`config.mk`:
```
export PLATFORM = sky130hd
export DESIGN_NAME = maze_path_encoder
export DESIGN_NICKNAME = d
export VERILOG_FILES = /design/src/rtl/maze_pkg.sv /design/src/rtl/dir_fifo.sv /design/src/rtl/maze_path_encoder.sv
export SDC_FILE = /design/constraint.sdc
export NUM_CORES = 1
export LEC_CHECK = 0
export ABC_CLOCK_PERIOD_IN_PS = 3100
export BUFFER_PORTS_ARGS = -buffer_cell sky130_fd_sc_hd__buf_2
export CAP_MARGIN = 10
export CELL_PAD_IN_SITES_DETAIL_PLACEMENT = 0
export CELL_PAD_IN_SITES_GLOBAL_PLACEMENT = 2
export CORE_MARGIN = 1.5
export CORE_UTILIZATION = 38
export DETAILED_ROUTE_END_ITERATION = 10
export PLACE_DENSITY = 0.83
export SETUP_SLACK_MARGIN = 0.15
export SLEW_MARGIN = 20
export SYNTH_ARGS = -nofsm -noshare
export SYNTH_HDL_FRONTEND = slang
export SYNTH_SLANG_ARGS = --single-unit
```
`constraint.sdc`:
```
create_clock -name clk -period 3.1 [get_ports clk]
set_input_delay 0.155 -clock clk [delete_from_list [all_inputs] [get_ports clk]]
set_output_delay 0.155 -clock clk [all_outputs]
set_load 0.01 [all_outputs]
```
`src/rtl/maze_pkg.sv`:
```
// maze_pkg
// Shared definitions for the maze path encoder: location field widths,
// the 2-bit direction codes, the controller state encoding and two small
// helpers that classify a step between two maze locations.
// No ports (package).

package maze_pkg;

   localparam int LOC_W = 8;
   localparam int ROW_W = 4;
   localparam int COL_W = 4;

   localparam logic [1:0] DIR_UP    = 2'b00;
   localparam logic [1:0] DIR_RIGHT = 2'b01;
   localparam logic [1:0] DIR_LEFT  = 2'b10;
   localparam logic [1:0] DIR_DOWN  = 2'b11;

   typedef enum logic [2:0] {
      IDLE   = 3'd0,
      STREAM = 3'd1,
      DRAIN  = 3'd2,
      FIN    = 3'd3,
      ERR    = 3'd4
   } state_t;

   // Priority direction of a step: any row change wins over a column
   // change, and "no rightward motion" falls through to LEFT.  For a true
   // single-cell step this gives exactly the right code.
   function automatic logic [1:0] step_dir(input logic [LOC_W-1:0] prev,
                                           input logic [LOC_W-1:0] cur);
      logic [1:0] d;
      if (cur[7:4] < prev[7:4])
         d = DIR_UP;
      else if (cur[7:4] > prev[7:4])
         d = DIR_DOWN;
      else if (cur[3:0] > prev[3:0])
         d = DIR_RIGHT;
      else
         d = DIR_LEFT;
      return d;
   endfunction

   // True only for a single orthogonal step.  The arithmetic is done one
   // bit wider so that 4-bit wraps such as col 15 -> 0 are not mistaken
   // for neighbours.
   function automatic logic is_adjacent(input logic [LOC_W-1:0] prev,
                                        input logic [LOC_W-1:0] cur);
      logic [ROW_W:0] pr;
      logic [ROW_W:0] cr;
      logic [COL_W:0] pc;
      logic [COL_W:0] cc;
      logic           same_row;
      logic           same_col;
      pr = {1'b0, prev[7:4]};
      cr = {1'b0, cur[7:4]};
      pc = {1'b0, prev[3:0]};
      cc = {1'b0, cur[3:0]};
      same_row = (pr == cr);
      same_col = (pc == cc);
      return (same_col && ((cr + 5'd1 == pr) || (pr + 5'd1 == cr))) ||
             (same_row && ((cc + 5'd1 == pc) || (pc + 5'd1 == cc)));
   endfunction

endpackage

```
`src/rtl/dir_fifo.sv`:
```
// dir_fifo
// Show-ahead FIFO of 2-bit direction codes, DEPTH entries (power of two).
// Ports:
//   clk, rst     clock, asynchronous active-low reset
//   clr          synchronous flush; overrides push and pop
//   push, din    write request and data (caller must not push when full)
//   pop          read request (ignored when empty)
//   dout         head entry, forced to 00 while empty
//   full, empty  occupancy flags

module dir_fifo #(
   parameter int DEPTH = 8
) (
   input  logic       clk,
   input  logic       rst,
   input  logic       clr,
   input  logic       push,
   input  logic [1:0] din,
   input  logic       pop,
   output logic [1:0] dout,
   output logic       full,
   output logic       empty
);

   localparam int PTR_W = (DEPTH > 1) ? $clog2(DEPTH) : 1;
   localparam logic [PTR_W:0] FULL_CNT = (PTR_W+1)'(DEPTH);

   logic [1:0]       mem [DEPTH];
   logic [PTR_W-1:0] wr_ptr;
   logic [PTR_W-1:0] rd_ptr;
   logic [PTR_W:0]   count;
   logic             push_ok;
   logic             pop_ok;

   assign full    = (count == FULL_CNT);
   assign empty   = (count == '0);
   assign push_ok = push && !full && !clr;
   assign pop_ok  = pop && !empty && !clr;

   // Head is masked while empty so a flushed FIFO shows 00, matching reset.
   assign dout = empty ? 2'b00 : mem[rd_ptr];

   // Storage needs no reset; validity is tracked by count.
   always_ff @(posedge clk) begin
      if (push_ok)
         mem[wr_ptr] <= din;
   end

   // Pointers wrap naturally because DEPTH is a power of two.
   always_ff @(posedge clk or negedge rst) begin
      if (!rst) begin
         wr_ptr <= '0;
         rd_ptr <= '0;
         count  <= '0;
      end else if (clr) begin
         wr_ptr <= '0;
         rd_ptr <= '0;
         count  <= '0;
      end else begin
         if (push_ok)
            wr_ptr <= wr_ptr + PTR_W'(1);
         if (pop_ok)
            rd_ptr <= rd_ptr + PTR_W'(1);
         case ({push_ok, pop_ok})
            2'b10:   count <= count + (PTR_W+1)'(1);
            2'b01:   count <= count - (PTR_W+1)'(1);
            default: count <= count;
         endcase
      end
   end

endmodule

```
`src/rtl/maze_path_encoder.sv`:
```
// maze_path_encoder
// Turns the rat-in-maze solver's stream of 8-bit locations ({row,col})
// into 2-bit direction codes, buffers them in a small FIFO and hands them
// to a downstream consumer over valid/ready.  Counts pushed directions and
// reports completion.
// Optional feature macro: PATH_CHK_EN -- when defined, every step must be a
// single orthogonal move; anything else parks the encoder in ERR with err=1.
// When undefined, every move after the first is priority-encoded and err=0.
// Ports:
//   clk, rst             clock, asynchronous active-low reset
//   clr                  synchronous clear back to IDLE
//   move_vld/move_rdy    location handshake; move, move_last payload
//   dir_vld/dir/out_rdy  direction output handshake (show-ahead)
//   path_len             directions pushed on this path (saturating)
//   err                  sticky illegal-step flag
//   fin                  path complete and all directions delivered

module maze_path_encoder
   import maze_pkg::*;
#(
   parameter int DEPTH = 8,
   parameter int LEN_W = 8
) (
   input  logic             clk,
   input  logic             rst,
   input  logic             clr,
   input  logic             move_vld,
   output logic             move_rdy,
   input  logic [LOC_W-1:0] move,
   input  logic             move_last,
   output logic             dir_vld,
   output logic [1:0]       dir,
   input  logic             out_rdy,
   output logic [LEN_W-1:0] path_len,
   output logic             err,
   output logic             fin
);

   state_t           state;
   state_t           next_state;
   logic [LOC_W-1:0] prev_loc;
   logic             full;
   logic             empty;
   logic             push;
   logic             pop;
   logic             load_prev;
   logic             step_ok;
   logic [1:0]       step_code;

   assign step_code = step_dir(prev_loc, move);

`ifdef PATH_CHK_EN
   assign step_ok = is_adjacent(prev_loc, move);
   assign err     = (state == ERR);
`else
   assign step_ok = 1'b1;
   assign err     = 1'b0;
`endif

   assign fin     = (state == FIN);
   assign dir_vld = !empty;
   assign pop     = dir_vld && out_rdy;

   // Controller: move_rdy depends only on state and FIFO fullness, never on
   // move_vld.  clr overrides everything, including a concurrent push.
   always_comb begin
      next_state = state;
      move_rdy   = 1'b0;
      push       = 1'b0;
      load_prev  = 1'b0;
      case (state)
         IDLE: begin
            move_rdy = 1'b1;
            if (move_vld) begin
               load_prev  = 1'b1;
               next_state = move_last ? DRAIN : STREAM;
            end
         end
         STREAM: begin
            move_rdy = !full;
            if (move_vld && !full) begin
               if (step_ok) begin
                  push      = 1'b1;
                  load_prev = 1'b1;
                  if (move_last)
                     next_state = DRAIN;
               end else begin
                  next_state = ERR;
               end
            end
         end
         DRAIN: begin
            if (empty)
               next_state = FIN;
         end
         FIN: begin
            next_state = FIN;
         end
         ERR: begin
            move_rdy = 1'b1;
         end
         default: begin
            next_state = IDLE;
         end
      endcase
      if (clr) begin
         next_state = IDLE;
         push       = 1'b0;
         load_prev  = 1'b0;
      end
   end

   // State, last accepted location and the saturating path length.
   always_ff @(posedge clk or negedge rst) begin
      if (!rst) begin
         state    <= IDLE;
         prev_loc <= '0;
         path_len <= '0;
      end else if (clr) begin
         state    <= IDLE;
         prev_loc <= '0;
         path_len <= '0;
      end else begin
         state <= next_state;
         if (load_prev)
            prev_loc <= move;
         if (push && (path_len != '1))
            path_len <= path_len + LEN_W'(1);
      end
   end

   dir_fifo #(
      .DEPTH (DEPTH)
   ) u_fifo (
      .clk   (clk),
      .rst   (rst),
      .clr   (clr),
      .push  (push),
      .din   (step_code),
      .pop   (pop),
      .dout  (dir),
      .full  (full),
      .empty (empty)
   );

endmodule

```
==> flow_metrics.tcl <==
set metrics [dict create \
    fp.dieW_um 81.05 \
    fin_crit_ps 2654 \
    finalCritPeriodShare_pct 85.61 \
    synth_top_flop_cell "dfrtp_1" \
    gp_congestion 0.8113 \
    routed_wirelength_mm 4.151 \
    grt_pass1_vias 1487 \
    cellLeakagePower_nw 1.120 \
    mostFrequentLayoutCells "dfrtp_1 (28), buf_2 (26), nor2_1 (24)" \
    coreArea_mm2 0.005886 \
    relSlewSlack_pct 39.14 \
    drc_errors 0 \
    synth-edff-count 16 \
    yosys_warnings 0 \
    crit_type "reg -> reg" \
    synth.distinct_cells 40 \
    worst_pin_slew_ps 904.5 \
    setup_tns_ps 0 \
    cts_inserted_buffers 5 \
    dieArea_mm2 0.006568 \
    maxSlewViolCount 0 \
    cts_resized 0 \
    grt_overflow 0 \
    grt_max_degree 29 \
    ys_seq_elements 44 \
    clock_latency_ps 290 \
    ioPinCount 28 \
    cts_root_buf "clkbuf_8" \
    synthesis.nets 228 \
    fin_nets 257 \
    synthCells 201 \
    first_pass_iters 4 \
    synth_area_mm2 0.002315 \
    antenna_left 0 \
    cts_buffer_depth 2 \
    hold_path_class "in -> reg" \
    finalHoldViolCount 0 \
    place_ws_ps 448.9 \
    cts_tree "done" \
    seq_area_frac_synth_pct 51.03 \
    start_util_pct 39.33 \
    arrival_ps 2830 \
    first_iter_violations 80 \
    clk_pin_slew_ps 80 \
    antenna_found_initial 0 \
    async_reset_ff_share_pct 63.64 \
    row_count 28 \
    rsz0062_at_grt "false" \
    synth.avg_cell_area_um2 11.52 \
    vias 1531 \
    routedWlPerCell_um 13.57 \
    htreeDepth 2 \
    drive_gt1_share_pct 20.35 \
    grt_pass1_wl_mm 7.148 \
    syn_to_final_growth_pct 14.16 \
    vias_per_cell 5.003 \
    io_buffers 26 \
    clock-sinks 44 \
    fillers 564 \
    p_total_mw 1.538 \
    die_height_um 81.05 \
    p_per_area_mw_per_mm2 582.0 \
    crit_fanout 8 \
    vdd_drop_max_mv 0.2166 \
    fin_skew_ps 5.327 \
    antennaDiodeCount 0 \
    required_ps 3270 \
    worstSetupStartpointType "flop" \
    setup_slack_ps 446.0 \
    mostFrequentLayoutCell "dfrtp_1" \
    max_cap_viol_count 0 \
    end_kind "flop" \
    grt.total_usage_pct 14.52 \
    status "complete, no violations" \
    setup_viol 0 \
    fmax_ghz 0.3768 \
    hpwl_mm 3.068 \
]
-- worst max-delay path, stage by stage (launching register included) --
cell,delay (ps)
dfrtp_1,490
nor4b_4,420
or2_2,220
nand2_1,60
nor2_1,160
ha_1,290
o21ai_0,80
or3b_2,440
mux2i_1,170
xnor2_1,140
nor2_1,50
-- logic make-up (layout without fill, tap and decap cells) --
group	count (synthesis)	in the layout	synth area share, %
compound gates	31	31	9.244
xor+xnor	11	11	4.162
fa+ha+maj	13	13	7.027
buf+inv	17	47	3.027
flops	44	44	51.03
mux	12	12	7.352
other cells	1	1	0.1620
simple gates	72	72	18.00
-- synthesized netlist by cell type, types with 2 or more instances --
cell,n,area share (%)
dfrtp_1,28,30
nor2_1,24,3.9
edfxtp_1,16,21
nand2_1,15,2.4
ha_1,13,7.0
inv_1,11,1.8
a21oi_1,8,1.7
a22o_1,8,3.0
mux2i_1,8,3.5
o21ai_0,8,1.7
xnor2_1,8,3.0
nand2b_1,5,1.4
mux4_2,4,3.9
nand3_1,4,0.86
nor3_1,4,0.86
clkbuf_1,3,0.49
o21a_1,3,0.97
xor2_1,3,1.1
and3_1,2,0.54
buf_2,2,0.43
nand4_1,2,0.54
nor2b_1,2,0.54
nor4b_4,2,2.1
or3_1,2,0.54
-- metrics by stage --
stage,cell area (um^2),hold WS (ps),cells,util (%)
6_report,2643,86.12,306,44.90
5_1_grt,2643,93.30,306,44.90
3_5_place_dp,2517,237.0,297,42.77
2_1_floorplan,2315,-140.6,201,-
3_3_place_gp,2517,235.7,297,42.77
4_1_cts,2643,78.10,306,44.90
-- where the power goes --
group | leakage, nW | internal, mW | switching, mW
logic | 0.540 | 0.187 | 0.197
clock network | 0.0548 | 0.243 | 0.198
registers | 0.526 | 0.650 | 0.0629
-- layer usage --
| layer | wire length (um) | global-route usage [%] | vias up |
|---|---|---|---|
| li1 | - | - | 773 |
| met2 | 1854 | 22.50 | 26 |
| met4 | 52 | 4.138 | 0 |
| met3 | 135 | 3.596 | 5 |
| met5 | 0 | 0 | - |
| met1 | 2108 | 20.20 | 727 |
-- worst paths after layout --
check	slack, ps	startpoint	cells after the start	to
max reg2reg	450	u_fifo.count[1]$_DFFE_PN0P_	10	u_fifo.count[3]$_DFFE_PN0P_
min	90	move[4]	2	prev_loc[4]$_DFFE_PN0P_
max in group asynchronous	2250	rst	2	u_fifo.rd_ptr[2]$_DFFE_PN0P_
min reg2reg	510	prev_loc[7]$_DFFE_PN0P_	1	prev_loc[7]$_DFFE_PN0P_
min in group asynchronous	420	rst	2	path_len[0]$_DFFE_PN0P_
max	450	u_fifo.count[1]$_DFFE_PN0P_	10	u_fifo.count[3]$_DFFE_PN0P_
-- area by class of cell --
class / instances / area, um^2 / area share [%]
Tap cell: 75 / 93.84 / 3.551
Timing Repair Buffer: 28 / 147.6 / 5.587
Multi-Input combinational cell: 140 / 1064 / 40.25
Sequential cell: 44 / 1181 / 44.70
Clock buffer: 5 / 68.82 / 2.604
Clock inverter: 3 / 46.29 / 1.752
Inverter: 11 / 41.29 / 1.563
-- timing repair --
action	CTS	global route
buffers inserted	0	0
hold buffers	1	0
endpoints found under the hold margin	28	0
-- sequential cells by signal (all words and copies together) (netlist names) --
signal,count
path_len,8
prev_loc,8
state,2
u_fifo.count,4
u_fifo.mem,16
u_fifo.rd_ptr,3
u_fifo.wr_ptr,3
Power figures use the tool's default switching activity.
